**config.mk**
```make
export PLATFORM = sky130hd
export DESIGN_NAME = mem_access_stage
export DESIGN_NICKNAME = d
export VERILOG_FILES = /design/src/rtl/mem_access_stage_pkg.sv /design/src/rtl/mem_access_stage_pipe_reg.sv /design/src/rtl/mem_access_stage.sv
export SDC_FILE = /design/constraint.sdc
export NUM_CORES = 1
export LEC_CHECK = 0
export BUFFER_PORTS_ARGS = -buffer_cell sky130_fd_sc_hd__buf_2
export CAP_MARGIN = 20
export CORE_ASPECT_RATIO = 1.1
export CORE_MARGIN = 2
export CORE_UTILIZATION = 43
export CTS_CLUSTER_SIZE = 10
export DETAILED_ROUTE_END_ITERATION = 7
export PLACE_DENSITY = 0.84
export SLEW_MARGIN = 25
export SYNTH_ARGS = -nofsm -noshare
export SYNTH_HDL_FRONTEND = slang
export SYNTH_SLANG_ARGS = --single-unit
```
**constraint.sdc**
```tcl
create_clock -name clk -period 3.3 [get_ports clk]
set_input_delay 0.66 -clock clk [delete_from_list [all_inputs] [get_ports clk]]
set_output_delay 0.66 -clock clk [all_outputs]
set_load 0.005 [all_outputs]
```
**src/rtl/mem_access_stage_pkg.sv**
```systemverilog
// Shared definitions for the MEM pipeline stage: state encoding,
// default widths and the word-alignment check.
package mem_access_stage_pkg;

  localparam int unsigned DEF_WIDTH     = 32;
  localparam int unsigned DEF_REGADDR_W = 5;

  // Low address bits that must be zero for a word access.
  localparam logic [1:0] ALIGN_MASK = 2'b11;

  typedef enum logic {
    MEM_IDLE   = 1'b0,
    MEM_ACCESS = 1'b1
  } mem_state_e;

  function automatic logic addr_misaligned(input logic [1:0] addr_lo);
    return (addr_lo & ALIGN_MASK) != 2'b00;
  endfunction

endpackage

```
**src/rtl/mem_access_stage_pipe_reg.sv**
```systemverilog
// Parameterised pipeline register with asynchronous reset, load enable and
// bubble-clear. Bubble-clear zeroes only the bits selected by CLR_MASK and
// holds the rest; it takes priority over the load enable.
module pipe_reg #(
  parameter int unsigned    W        = 1,
  parameter logic [W-1:0]   CLR_MASK = '1
) (
  input  logic         clk,
  input  logic         rst,
  input  logic         en,
  input  logic         clr,
  input  logic [W-1:0] d,
  output logic [W-1:0] q
);

  logic [W-1:0] q_d;
  logic [W-1:0] q_q;

  // Next value: bubble, load, or hold.
  always_comb begin
    q_d = q_q;
    if (clr) begin
      q_d = q_q & ~CLR_MASK;
    end else if (en) begin
      q_d = d;
    end
  end

  // Register with asynchronous active-high reset.
  always_ff @(posedge clk or posedge rst) begin
    if (rst) begin
      q_q <= '0;
    end else begin
      q_q <= q_d;
    end
  end

  assign q = q_q;

endmodule

```
**src/rtl/mem_access_stage.sv**
```systemverilog
// MEM stage of the 5-stage MIPS pipeline: EX/MEM register, data-memory
// req/ready access FSM, stall generation and the MEM/WB register.
module mem_access_stage
  import mem_access_stage_pkg::*;
#(
  parameter int unsigned WIDTH     = DEF_WIDTH,
  parameter int unsigned REGADDR_W = DEF_REGADDR_W
) (
  input  logic                 clk,
  input  logic                 rst,
  input  logic [WIDTH-1:0]     aluout_exe,
  input  logic [WIDTH-1:0]     writedata_exe,
  input  logic [REGADDR_W-1:0] regaddr_exe,
  input  logic                 regwrite_exe,
  input  logic                 memread_exe,
  input  logic                 memwrite_exe,
  input  logic                 memtoreg_exe,
  output logic                 dmem_req,
  output logic                 dmem_we,
  output logic [WIDTH-1:0]     dmem_addr,
  output logic [WIDTH-1:0]     dmem_wdata,
  input  logic [WIDTH-1:0]     dmem_rdata,
  input  logic                 dmem_ready,
  output logic                 stall_mem,
  output logic                 misalign_mem,
  output logic [WIDTH-1:0]     aluout_mem,
  output logic [REGADDR_W-1:0] regaddr_mem,
  output logic                 regwrite_mem,
  output logic [WIDTH-1:0]     result_wb,
  output logic [REGADDR_W-1:0] regaddr_wb,
  output logic                 regwrite_wb
);

  localparam int unsigned EXMEM_W = 2 * WIDTH + REGADDR_W + 3;
  localparam int unsigned MEMWB_W = WIDTH + REGADDR_W + 1;

  mem_state_e state_d, state_q;
  logic       misalign_d, misalign_q;

  logic memop_exe;
  logic misalign_exe;
  logic valid_memop_exe;

  logic [EXMEM_W-1:0] exmem_d, exmem_q;
  logic [MEMWB_W-1:0] memwb_d, memwb_q;

  logic [WIDTH-1:0] wdata_mem;
  logic             memwrite_mem;
  logic             memtoreg_mem;

  assign memop_exe       = memread_exe | memwrite_exe;
  assign misalign_exe    = memop_exe && addr_misaligned(aluout_exe[1:0]);
  assign valid_memop_exe = memop_exe && !misalign_exe;

  // memread is not kept in EX/MEM: a valid op is either a store (memwrite)
  // or a load, and the FSM has already decided to access at load time.
  // A misaligned entry enters with memwrite and regwrite cleared.
  assign exmem_d = {aluout_exe, writedata_exe, regaddr_exe,
                    regwrite_exe & ~misalign_exe,
                    memwrite_exe & ~misalign_exe,
                    memtoreg_exe};

  pipe_reg #(
    .W        (EXMEM_W),
    .CLR_MASK ('0)
  ) u_exmem (
    .clk (clk),
    .rst (rst),
    .en  (!stall_mem),
    .clr (1'b0),
    .d   (exmem_d),
    .q   (exmem_q)
  );

  assign {aluout_mem, wdata_mem, regaddr_mem, regwrite_mem,
          memwrite_mem, memtoreg_mem} = exmem_q;

  // Next state; stays in ACCESS when a new memory op loads on the completing edge.
  always_comb begin
    state_d = state_q;
    unique case (state_q)
      MEM_IDLE:   if (valid_memop_exe) state_d = MEM_ACCESS;
      MEM_ACCESS: if (dmem_ready && !valid_memop_exe) state_d = MEM_IDLE;
      default:    state_d = MEM_IDLE;
    endcase
  end

  // Misalignment pulse is raised only when the offending entry actually loads.
  always_comb begin
    misalign_d = !stall_mem && misalign_exe;
  end

  // State and misalignment pulse registers.
  always_ff @(posedge clk or posedge rst) begin
    if (rst) begin
      state_q    <= MEM_IDLE;
      misalign_q <= 1'b0;
    end else begin
      state_q    <= state_d;
      misalign_q <= misalign_d;
    end
  end

  assign dmem_req     = (state_q == MEM_ACCESS);
  assign stall_mem    = (state_q == MEM_ACCESS) && !dmem_ready;
  assign dmem_we      = memwrite_mem;
  assign dmem_addr    = aluout_mem;
  assign dmem_wdata   = wdata_mem;
  assign misalign_mem = misalign_q;

  // Stores never write the register file.
  assign memwb_d = {memtoreg_mem ? dmem_rdata : aluout_mem,
                    regaddr_mem,
                    regwrite_mem & ~memwrite_mem};

  pipe_reg #(
    .W        (MEMWB_W),
    .CLR_MASK (MEMWB_W'(1))
  ) u_memwb (
    .clk (clk),
    .rst (rst),
    .en  (1'b1),
    .clr (stall_mem),
    .d   (memwb_d),
    .q   (memwb_q)
  );

  assign {result_wb, regaddr_wb, regwrite_wb} = memwb_q;

endmodule

```
==> flow_metrics.env, run 1 <==
export IMPL_critPathBufInv=3
export IMPL_area_growth_pct=16.37
export IMPL_cellPowerDensity_mw_per_mm2=537.3
export IMPL_tritoncts="done"
export IMPL_yosys_warnings=0
export IMPL_overflow=0
export IMPL_sw_frac_of_total_pct=23.18
export IMPL_ant_nets=0
export IMPL_grt_max_degree=64
export IMPL_pwr_share_clk_pct=35.8
export IMPL_finalPower_mw=3.513
export IMPL_r2r_end="u_exmem.q[16]$_DFFE_PP0N_"
export IMPL_fin_util_pct=51.50
export IMPL_drtPass1Iterations=6
export IMPL_tightest_slew_ps=827.6
export IMPL_cp_max_fo=27
export IMPL_peakVddDrop_mv=0.2736
export IMPL_wl_per_cell_um=15.91
export IMPL_grtUsageTotal_pct=15.18
export IMPL_cts_htree_levels=3
export IMPL_synthDistinctLibCells=16
export IMPL_pre_cts_slack_ps=1111
export IMPL_hold_viol=0
export IMPL_max_stage_delay_ps=270
export IMPL_placed_cells=676
export IMPL_cpMostUsedCell="buf_2"
export IMPL_cts_buffers=9
export IMPL_nets=638
export IMPL_clock_sinks=112
export IMPL_vias=3236
export IMPL_cts_hold_buffers=0
export IMPL_cp_cell_sequence="buf_2, nand2b_4, inv_4, buf_2"
export IMPL_regToRegSetupSlack_ps=1510
export IMPL_gp_congestion=0.7208
export IMPL_drc=18
export IMPL_rr_worst_depth=4
export IMPL_cts_root_buf="clkbuf_16"
export IMPL_fin_ws_ps=1267
export IMPL_netlist_area_mm2=0.005619
export IMPL_placed_area_mm2=0.006181
export IMPL_crit_slowest_cell="inv_4"
export IMPL_syn_inst=381
export IMPL_finalMaxSlewViolations=0
export IMPL_worstSetupStartpoint="dmem_ready"
export IMPL_criticalPathCategory="in -> out"
export IMPL_register_area_mm2=0.002806
export IMPL_critical_path_arrival_ps=1370
export IMPL_ys_seq_area_share_pct=49.88
export IMPL_avgSynthCellArea_um2=14.75
export IMPL_drive_above_1_share_pct=75.14
export IMPL_status="finished, violations left"
export IMPL_antenna_found_initial=0
export IMPL_cap_violations=0
export IMPL_cp_required_ps=2640
export IMPL_path_delay_family="buffers and inverters"
export IMPL_cts_buffer_depth=2
export IMPL_fp_dieArea_mm2=0.01400
export IMPL_ys_seq_elements=112
export IMPL_fin_tns_setup_ps=0
export IMPL_grt_setup_unrepaired="false"
export IMPL_maxSlewHeadroom_pct=44.83
export IMPL_die_height_um=123.9
export IMPL_crit_path_end="stall_mem"
export IMPL_port_buffers=251
export IMPL_p_leak_nw=3.357
export IMPL_first_iter_violations=131
export IMPL_yosys_area_top_type="dfrtp_1"
export IMPL_cts_clk_slew_worst_paths_ps=70
export IMPL_multi_input_area_mm2=0.001864
export IMPL_core_region_area_mm2=0.01270
export IMPL_final_design_area_no_fill_mm2=0.006539
export IMPL_fillCellCount=1098
export IMPL_critPathCaptureType="output port"
export IMPL_worstSetupStartpointType="input port"
export IMPL_r2r_start="dmem_req$_DFF_PP0_"
export IMPL_start_util_pct=44.26
export IMPL_min_path_type="in -> async"
export IMPL_dp_hpwl_um=8210
export IMPL_timing_final_crit_share_pct=61.61
export IMPL_finalCriticalPeriod_ps=2033
export IMPL_grt_first_pass_wirelength_um=16600
export IMPL_fp_dieW_um=113.0
export IMPL_combPwrFrac_pct=17.6
export IMPL_p_switching_uw=814.3
export IMPL_synthTopCellsByArea="dfrtp_1 50%, mux2_4 15%, buf_4 14%"
export IMPL_io_pins=252
export IMPL_violations="design-rule violations"
export IMPL_fmax_ghz=0.4919
export IMPL_num_antenna_cells=0
export IMPL_p_seq_share_pct=46.6
export IMPL_critical_path_depth=4
export IMPL_yosysTopAreaCellShare_pct=49.88
export IMPL_timing_hold_ws_ps=277.1
export IMPL_fin_cells=692
export IMPL_synth_fp_nets=489
export IMPL_setup_viol=0
export IMPL_via_per_inst=4.676
export IMPL_clk_latency_ps=340
export IMPL_fin_skew_ps=5.233
export IMPL_cts_resized_gates=0
export IMPL_placementRows=43
export IMPL_cts_setup_buffers=0
export IMPL_routed_wl_um=11010
export IMPL_grt_pass1_vias=3294
export IMPL_power_internal_mw=2.699
-- final cells by class --
cell class | count | share of cell area, %
clock inverter | 4 | 1.512
inverter | 3 | 0.2679
clock buffer | 12 | 3.923
sequential | 112 | 42.92
multi-input combinational | 149 | 28.51
timing repair buffer | 255 | 19.86
tap | 157 | 3.004
-- worst min-delay path by stage --
stage	from	to	slack, ps	cells after the start
after detailed placement	u_exmem.q[1]$_DFFE_PP0N_	u_memwb.q[0]$_DFF_PP0_	460	1
after floorplan	u_exmem.q[1]$_DFFE_PP0N_	u_memwb.q[0]$_DFF_PP0_	450	1
after CTS	rst	u_memwb.q[22]$_DFFE_PP0N_	270	2
after global placement	u_exmem.q[1]$_DFFE_PP0N_	u_memwb.q[0]$_DFF_PP0_	450	1
after global routing	rst	u_exmem.q[55]$_DFFE_PP0N_	280	2
final	rst	u_memwb.q[22]$_DFFE_PP0N_	280	2
-- state kept, by name (all words and copies together), names as in the netlist --
| name | cells |
|---|---|
| u_memwb.q | 38 |
| dmem_req | 1 |
| u_exmem.q | 72 |
| misalign_mem | 1 |
-- power groups by stage --
stage               Combinational [mW]  Sequential, mW  Clock [mW]
finish                           0.619            1.64        1.26
floorplan                        0.520            1.63           0
CTS                              0.633            1.64        1.30
global placement                 0.614            1.65           0
detailed placement               0.630            1.66           0
global route                     0.672            1.66        1.36
-- cells in the mapped netlist --
master	n
and2_1	1
buf_12	3
buf_4	106
buf_6	8
dfrtp_1	112
inv_1	2
inv_4	1
mux2_1	12
mux2_2	70
mux2_4	58
nand2b_1	1
nand3b_1	1
nor2_1	1
nor3b_1	2
o22a_1	1
o31ai_1	2
-- placed cells by master, fill, tap and decap left out, drive strengths merged --
master    instances
o22a              1
clkbuf           12
buf             255
inv               3
nand3b            1
and2              1
o31ai             2
mux2            140
nand2b            1
nor2              1
nor3b             2
clkinvlp          1
bufinv            3
dfrtp           112
-- worst reg2reg max path: stages (launching register included) --
cell and delay [ps]:
dfrtp_1 440, nand2b_4 80, inv_4 270, buf_4 470
mux2_2 420
-- metal layers --
layer	wire length [um]	vias up	track usage (%)
met5	0	-	0
met4	183	0	5.869
met3	833	13	4.136
met2	5791	147	27.45
met1	4201	1585	17.21
li1	-	1491	-
-- logic make-up after synthesis --
family          after synthesis  synth area share, %
simple gates                  6               0.6903
compound gates                3               0.4230
buf+inv                     120                17.08
mux                         140                31.93
flops                       112                49.88
No activity file was read; power rests on OpenSTA's default activity.
==> run 2: changes to the inputs <==
--- a/config.mk
+++ b/config.mk
@@ -9,10 +9,10 @@
 export CAP_MARGIN = 20
 export CORE_ASPECT_RATIO = 1.1
 export CORE_MARGIN = 2
-export CORE_UTILIZATION = 43
+export CORE_UTILIZATION = 48
 export CTS_CLUSTER_SIZE = 10
 export DETAILED_ROUTE_END_ITERATION = 7
-export PLACE_DENSITY = 0.84
+export PLACE_DENSITY = 0.88
 export SLEW_MARGIN = 25
 export SYNTH_ARGS = -nofsm -noshare
 export SYNTH_HDL_FRONTEND = slang
==> constraint.sdc (replaced) <==
create_clock -name clk -period 2.1 [get_ports clk]
set_input_delay 0.42 -clock clk [delete_from_list [all_inputs] [get_ports clk]]
set_output_delay 0.42 -clock clk [all_outputs]
set_load 0.005 [all_outputs]
==> run 2 against run 1 <==
  * The run now ends clean
  * Cell count is 0.58% lower
  * Hold slack worse by 180 ps
  * First-iteration DRC count is 0.76% higher
  * Via count is 1.4% higher
  * Setup slack worse by 830 ps
  * Combinational power is 65% higher
  * Flip-flop and latch count stayed put
  * Non-clock buffer count is 3 higher
  * Largest power group unchanged
==> flow_metrics.env, run 2 (synthesized netlist as in run 1, its figures left out) <==
export IMPL_cts_root_buf="clkbuf_16"
export IMPL_placementRows=41
export IMPL_gp_congestion=0.7856
export IMPL_tightest_slew_ps=529.5
export IMPL_drtPass1Iterations=4
export IMPL_dp_hpwl_um=8552
export IMPL_fmax_ghz=0.6004
export IMPL_port_buffers=251
export IMPL_regToRegSetupSlack_ps=450
export IMPL_peakVddDrop_mv=0.5064
export IMPL_critical_path_arrival_ps=1250
export IMPL_cp_required_ps=1680
export IMPL_cts_setup_buffers=0
export IMPL_wl_met2_um=6108
export IMPL_fin_tns_setup_ps=0
export IMPL_worstSetupStartpoint="dmem_req$_DFF_PP0_"
export IMPL_first_iter_violations=132
export IMPL_cp_max_fo=19
export IMPL_die_height_um=117.5
export IMPL_via_per_inst=4.767
export IMPL_fp_dieW_um=107.2
export IMPL_r2r_start="u_exmem.q[0]$_DFFE_PP0N_"
export IMPL_p_leak_nw=3.379
export IMPL_num_antenna_cells=0
export IMPL_cts_resized_gates=0
export IMPL_grt_max_degree=54
export IMPL_cts_buffers=9
export IMPL_pre_cts_slack_ps=435.9
export IMPL_vias=3280
export IMPL_ant_nets=0
export IMPL_placed_area_mm2=0.006257
export IMPL_hold_viol=0
export IMPL_area_growth_pct=17.03
export IMPL_finalCriticalPeriod_ps=1666
export IMPL_cts_clk_slew_worst_paths_ps=70
export IMPL_mostFrequentLayoutCell="buf_2"
export IMPL_grt_setup_unrepaired="false"
export IMPL_finalPower_mw=5.355
export IMPL_criticalPathCategory="reg -> out"
export IMPL_cts_hold_buffers=0
export IMPL_core_region_area_mm2=0.01144
export IMPL_path_delay_family="flip-flops"
export IMPL_fp_dieArea_mm2=0.01259
export IMPL_worstSetupStartpointType="flop"
export IMPL_wl_per_cell_um=16.24
export IMPL_rr_worst_depth=3
export IMPL_cap_violations=0
export IMPL_top_layer_used="met4"
export IMPL_drc=0
export IMPL_overflow=0
export IMPL_antenna_found_initial=0
export IMPL_clk_latency_ps=340
export IMPL_final_cell_mix="251 x buf_2, 111 x dfrtp_1, 70 x mux2_2"
export IMPL_grt_first_pass_wirelength_um=17620
export IMPL_fin_skew_ps=11.33
export IMPL_drive_above_1_share_pct=75.28
export IMPL_cellPowerDensity_mw_per_mm2=814.2
export IMPL_io_pins=252
export IMPL_critPathCaptureType="output port"
export IMPL_tritoncts="done"
export IMPL_r2r_end="u_memwb.q[12]$_DFFE_PP0N_"
export IMPL_finalMaxSlewViolations=0
export IMPL_nets=641
export IMPL_final_design_area_no_fill_mm2=0.006576
export IMPL_critPathBufInv=2
export IMPL_cp_cell_sequence="nand2b_4, inv_4, buf_2"
export IMPL_max_stage_delay_ps=420
export IMPL_cts_htree_levels=3
export IMPL_start_util_pct=49.12
export IMPL_fin_ws_ps=434.4
export IMPL_clock_sinks=112
export IMPL_grtUsageTotal_pct=17.94
export IMPL_wl_met1_um=4169
export IMPL_grt_pass1_vias=3465
export IMPL_wl_met3_um=642
export IMPL_cts_buffer_depth=2
export IMPL_largest_reg_flops=72
export IMPL_setup_viol=0
export IMPL_status="finished, final reports clean"
export IMPL_maxSlewHeadroom_pct=64.70
export IMPL_routed_wl_um=11180
export IMPL_timing_hold_ws_ps=96.90
export IMPL_min_path_type="in -> async"
export IMPL_crit_slowest_cell="dfrtp_1"
export IMPL_timing_final_crit_share_pct=79.32
[run 2: worst register-to-register path: stages, from the launching register on]
cell     delay [ps]
dfrtp_2         710
buf_4           260
mux2_4          310
mux2_4          260
[run 2: stage by stage]
| stage | util (%) | cells |
|---|---|---|
| floorplan | - | 381 |
| global placement | 54.70 | 672 |
| CTS | 57.49 | 688 |
| detailed placement | 54.70 | 672 |
| global route | 57.49 | 688 |
| finish | 57.49 | 688 |
[run 2: how the worst max path moves through the flow]
| stage | to | slack [ps] | cells past startpoint |
|---|---|---|---|
| after floorplan | dmem_req$_DFF_PP0_ | 320 | 1 |
| after global placement | u_memwb.q[14]$_DFFE_PP0N_ | 460 | 3 |
| after detailed placement | u_memwb.q[12]$_DFFE_PP0N_ | 440 | 3 |
| after CTS | stall_mem | 410 | 3 |
| after global routing | stall_mem | 360 | 3 |
| final | stall_mem | 430 | 3 |
[run 2: layout make-up]
| class | instances | area, um^2 |
|---|---|---|
| tap | 150 | 187.7 |
| clock buffer | 14 | 284.0 |
| inverter | 3 | 17.52 |
| multi-input combinational | 149 | 1864 |
| fill | 917 | 4863 |
| sequential | 112 | 2804 |
| clock inverter | 2 | 35.03 |
| timing repair buffer | 258 | 1384 |
[run 2: report_power, final]
group	switching [mW]	leakage, nW	internal (mW)
Sequential	0.168	1.31	2.39
Clock	0.728	0.159	1.05
Combinational	0.380	1.91	0.637
[run 2: per-layer routing]
metal | GRT usage, % | vias to the layer above
li1 | - | 1503
met1 | 20.35 | 1620
met2 | 32.32 | 137
met3 | 3.544 | 20
met4 | 7.630 | 0
met5 | 0 | -
==> run 3: changes to the inputs <==
--- a/config.mk
+++ b/config.mk
@@ -9,10 +9,10 @@
 export CAP_MARGIN = 20
 export CORE_ASPECT_RATIO = 1.1
 export CORE_MARGIN = 2
-export CORE_UTILIZATION = 48
+export CORE_UTILIZATION = 43
 export CTS_CLUSTER_SIZE = 10
 export DETAILED_ROUTE_END_ITERATION = 7
-export PLACE_DENSITY = 0.88
+export PLACE_DENSITY = 0.84
 export SLEW_MARGIN = 25
 export SYNTH_ARGS = -nofsm -noshare
 export SYNTH_HDL_FRONTEND = slang
==> constraint.sdc (replaced) <==
create_clock -name clk -period 1.4 [get_ports clk]
set_input_delay 0.28 -clock clk [delete_from_list [all_inputs] [get_ports clk]]
set_output_delay 0.28 -clock clk [all_outputs]
set_load 0.005 [all_outputs]
==> run 3 against run 2 <==
  * The run now ends with design-rule violations, negative setup slack left
  * Combinational power rose by 55%
  * Clock skew rose by 0.84 ps
  * Routed wire length barely moved
  * Sequential share of layout area fell by 0.36 points
  * Setup slack got worse by 470 ps
  * Utilization fell by 5.2 points
  * Die area rose by 11%
==> flow_metrics.env, run 3 (synthesized netlist as in run 1, its figures left out) <==
export IMPL_status="finished, violations left"
export IMPL_violations="design-rule violations, negative setup slack"
export IMPL_critical_path_depth=4
export IMPL_hold_viol=0
export IMPL_sw_frac_of_total_pct=25.62
export IMPL_p_leak_nw=3.400
export IMPL_r2r_end="u_exmem.q[71]$_DFFE_PP0N_"
export IMPL_tightest_slew_ps=434.3
export IMPL_via_per_inst=4.714
export IMPL_wl_per_cell_um=15.89
export IMPL_regToRegSetupSlack_ps=-20
export IMPL_pre_cts_slack_ps=6.304
export IMPL_tritoncts="done"
export IMPL_p_switching_mw=1.994
export IMPL_cp_cell_sequence="nand2b_4, inv_8, buf_6, buf_6"
export IMPL_critPathCaptureType="output port"
export IMPL_grt_max_degree=80
export IMPL_worstSetupStartpointType="flop"
export IMPL_critical_path_arrival_ps=1150
export IMPL_nets=650
export IMPL_port_buffers=251
export IMPL_fin_skew_ps=12.18
export IMPL_critPathBufInv=3
export IMPL_power_internal_mw=5.789
export IMPL_peakVddDrop_mv=0.5101
export IMPL_first_iter_violations=136
export IMPL_overflow=0
export IMPL_start_util_pct=44.26
export IMPL_die_height_um=123.9
export IMPL_cp_max_fo=2
export IMPL_core_region_area_mm2=0.01270
export IMPL_timing_final_crit_share_pct=102.4
export IMPL_r2r_start="dmem_req$_DFF_PP0_"
export IMPL_final_design_area_no_fill_mm2=0.006633
export IMPL_mostFrequentLayoutCell="buf_2"
export IMPL_rr_worst_depth=3
export IMPL_grt_setup_unrepaired="true"
export IMPL_crit_slowest_cell="dfrtp_1"
export IMPL_grt_pass1_vias=3398
export IMPL_routed_wl_um=11190
export IMPL_placementRows=43
export IMPL_fp_dieArea_mm2=0.01400
export IMPL_combPwrFrac_pct=20.3
export IMPL_ant_nets=0
export IMPL_finalMaxSlewViolations=0
export IMPL_drive_above_1_share_pct=75.50
export IMPL_largest_reg_flops=72
export IMPL_criticalPathCategory="reg -> out"
export IMPL_crit_path_end="stall_mem"
export IMPL_fin_cells=704
export IMPL_drtPass1Iterations=8
export IMPL_path_delay_family="flip-flops"
export IMPL_cellPowerDensity_mw_per_mm2=1174
export IMPL_area_growth_pct=18.04
export IMPL_placed_cells=683
export IMPL_worstSetupStartpoint="dmem_req$_DFF_PP0_"
export IMPL_placed_area_mm2=0.006271
export IMPL_cpMostUsedCell="buf_6"
export IMPL_cts_root_buf="clkbuf_16"
export IMPL_cts_clk_slew_worst_paths_ps=80
export IMPL_antenna_found_initial=0
export IMPL_setup_viol=18
export IMPL_finalPower_mw=7.784
export IMPL_cts_buffer_depth=2
export IMPL_num_antenna_cells=0
export IMPL_fin_tns_setup_ps=-194.4
export IMPL_io_pins=252
export IMPL_clock_sinks=112
export IMPL_fillCellCount=1056
export IMPL_finalCriticalPeriod_ps=1433
export IMPL_fp_dieW_um=113.0
export IMPL_cts_buffers=9
export IMPL_cp_required_ps=1120
export IMPL_cap_violations=0
export IMPL_maxSlewHeadroom_pct=71.05
export IMPL_gp_congestion=0.7291
export IMPL_dp_hpwl_um=8362
export IMPL_vias=3319
export IMPL_fin_ws_ps=-33.33
export IMPL_min_path_type="in -> async"
export IMPL_cts_htree_levels=3
export IMPL_fmax_ghz=0.6977
export IMPL_p_seq_share_pct=48.9
export IMPL_pwr_share_clk_pct=30.7
export IMPL_clk_latency_ps=350
export IMPL_grtUsageTotal_pct=15.57
export IMPL_max_stage_delay_ps=420
export IMPL_drc=17
export IMPL_grt_first_pass_wirelength_um=17040
export IMPL_final_cell_mix="250 x buf_2, 111 x dfrtp_1, 70 x mux2_2"
-- run 3: cell types whose count changed in the layout (fill, tap and decap cells not counted), moves of 2 or more --
cell,previous run,this run
inv_8,0,2
buf_4,1,5
buf_6,0,7
clkbuf_8,4,0
clkinvlp_4,1,3
buf_12,6,4
-- run 3: power groups by stage --
stage	Sequential (mW)	Combinational [mW]	Clock, mW
after floorplan	3.84	1.23	0
after global placement	3.85	1.53	0
after detailed placement	3.87	1.56	0
after CTS	3.81	1.59	2.48
after global routing	3.86	1.71	2.59
final	3.81	1.58	2.39
-- run 3: tightest hold or removal path, delay by kind of cell --
kind                   cells  cell delay [ps]
buffers and inverters      3              500
-- run 3: cell type report --
class | instances | area [um^2] | area share, %
well taps | 157 | 196.4 | 2.962
multi-input cells | 149 | 1864 | 28.11
flip-flops and latches | 112 | 2804 | 42.28
clock buffers | 11 | 232.7 | 3.509
repair buffers | 267 | 1473 | 22.20
inverters | 3 | 22.52 | 0.3396
clock inverters | 5 | 40.04 | 0.6037
-- run 3: repair_timing --
action / in CTS / in global routing
gates cloned: 0 / 2
hold buffers: 0 / 0
setup buffers: 3 / 0
setup endpoints to repair: 11 / 83
hold endpoints to repair: 0 / 0
resized for setup: 4 / 4
-- run 3: metrics by stage --
step | hold WS (ps) | utilization, %
final | 22.25 | 52.24
after global routing | 70.41 | 52.24
after CTS | 57.13 | 51.83
after detailed placement | 439.0 | 49.39
after global placement | 430.6 | 49.39
after floorplan | 375.8 | -
-- run 3: how the worst min path moves through the flow --
stage	from	endpoint	slack [ps]	depth (start not counted)
5_1_grt	rst	u_exmem.q[17]$_DFFE_PP0N_	70	3
2_1_floorplan	aluout_exe[1]	dmem_req$_DFF_PP0_	380	1
3_5_place_dp	rst	u_exmem.q[17]$_DFFE_PP0N_	440	3
4_1_cts	rst	u_exmem.q[11]$_DFFE_PP0N_	60	3
3_3_place_gp	rst	u_exmem.q[17]$_DFFE_PP0N_	430	3
6_report	rst	u_exmem.q[17]$_DFFE_PP0N_	20	3
-- run 3: layer usage --
layer / track usage, % / vias to the layer above / share of wire, %
li1: - / 1519 / -
met1: 18.28 / 1632 / 38
met2: 27.37 / 154 / 52
met3: 3.796 / 14 / 7.5
met4: 6.784 / 0 / 1.8
met5: 0 / - / 0
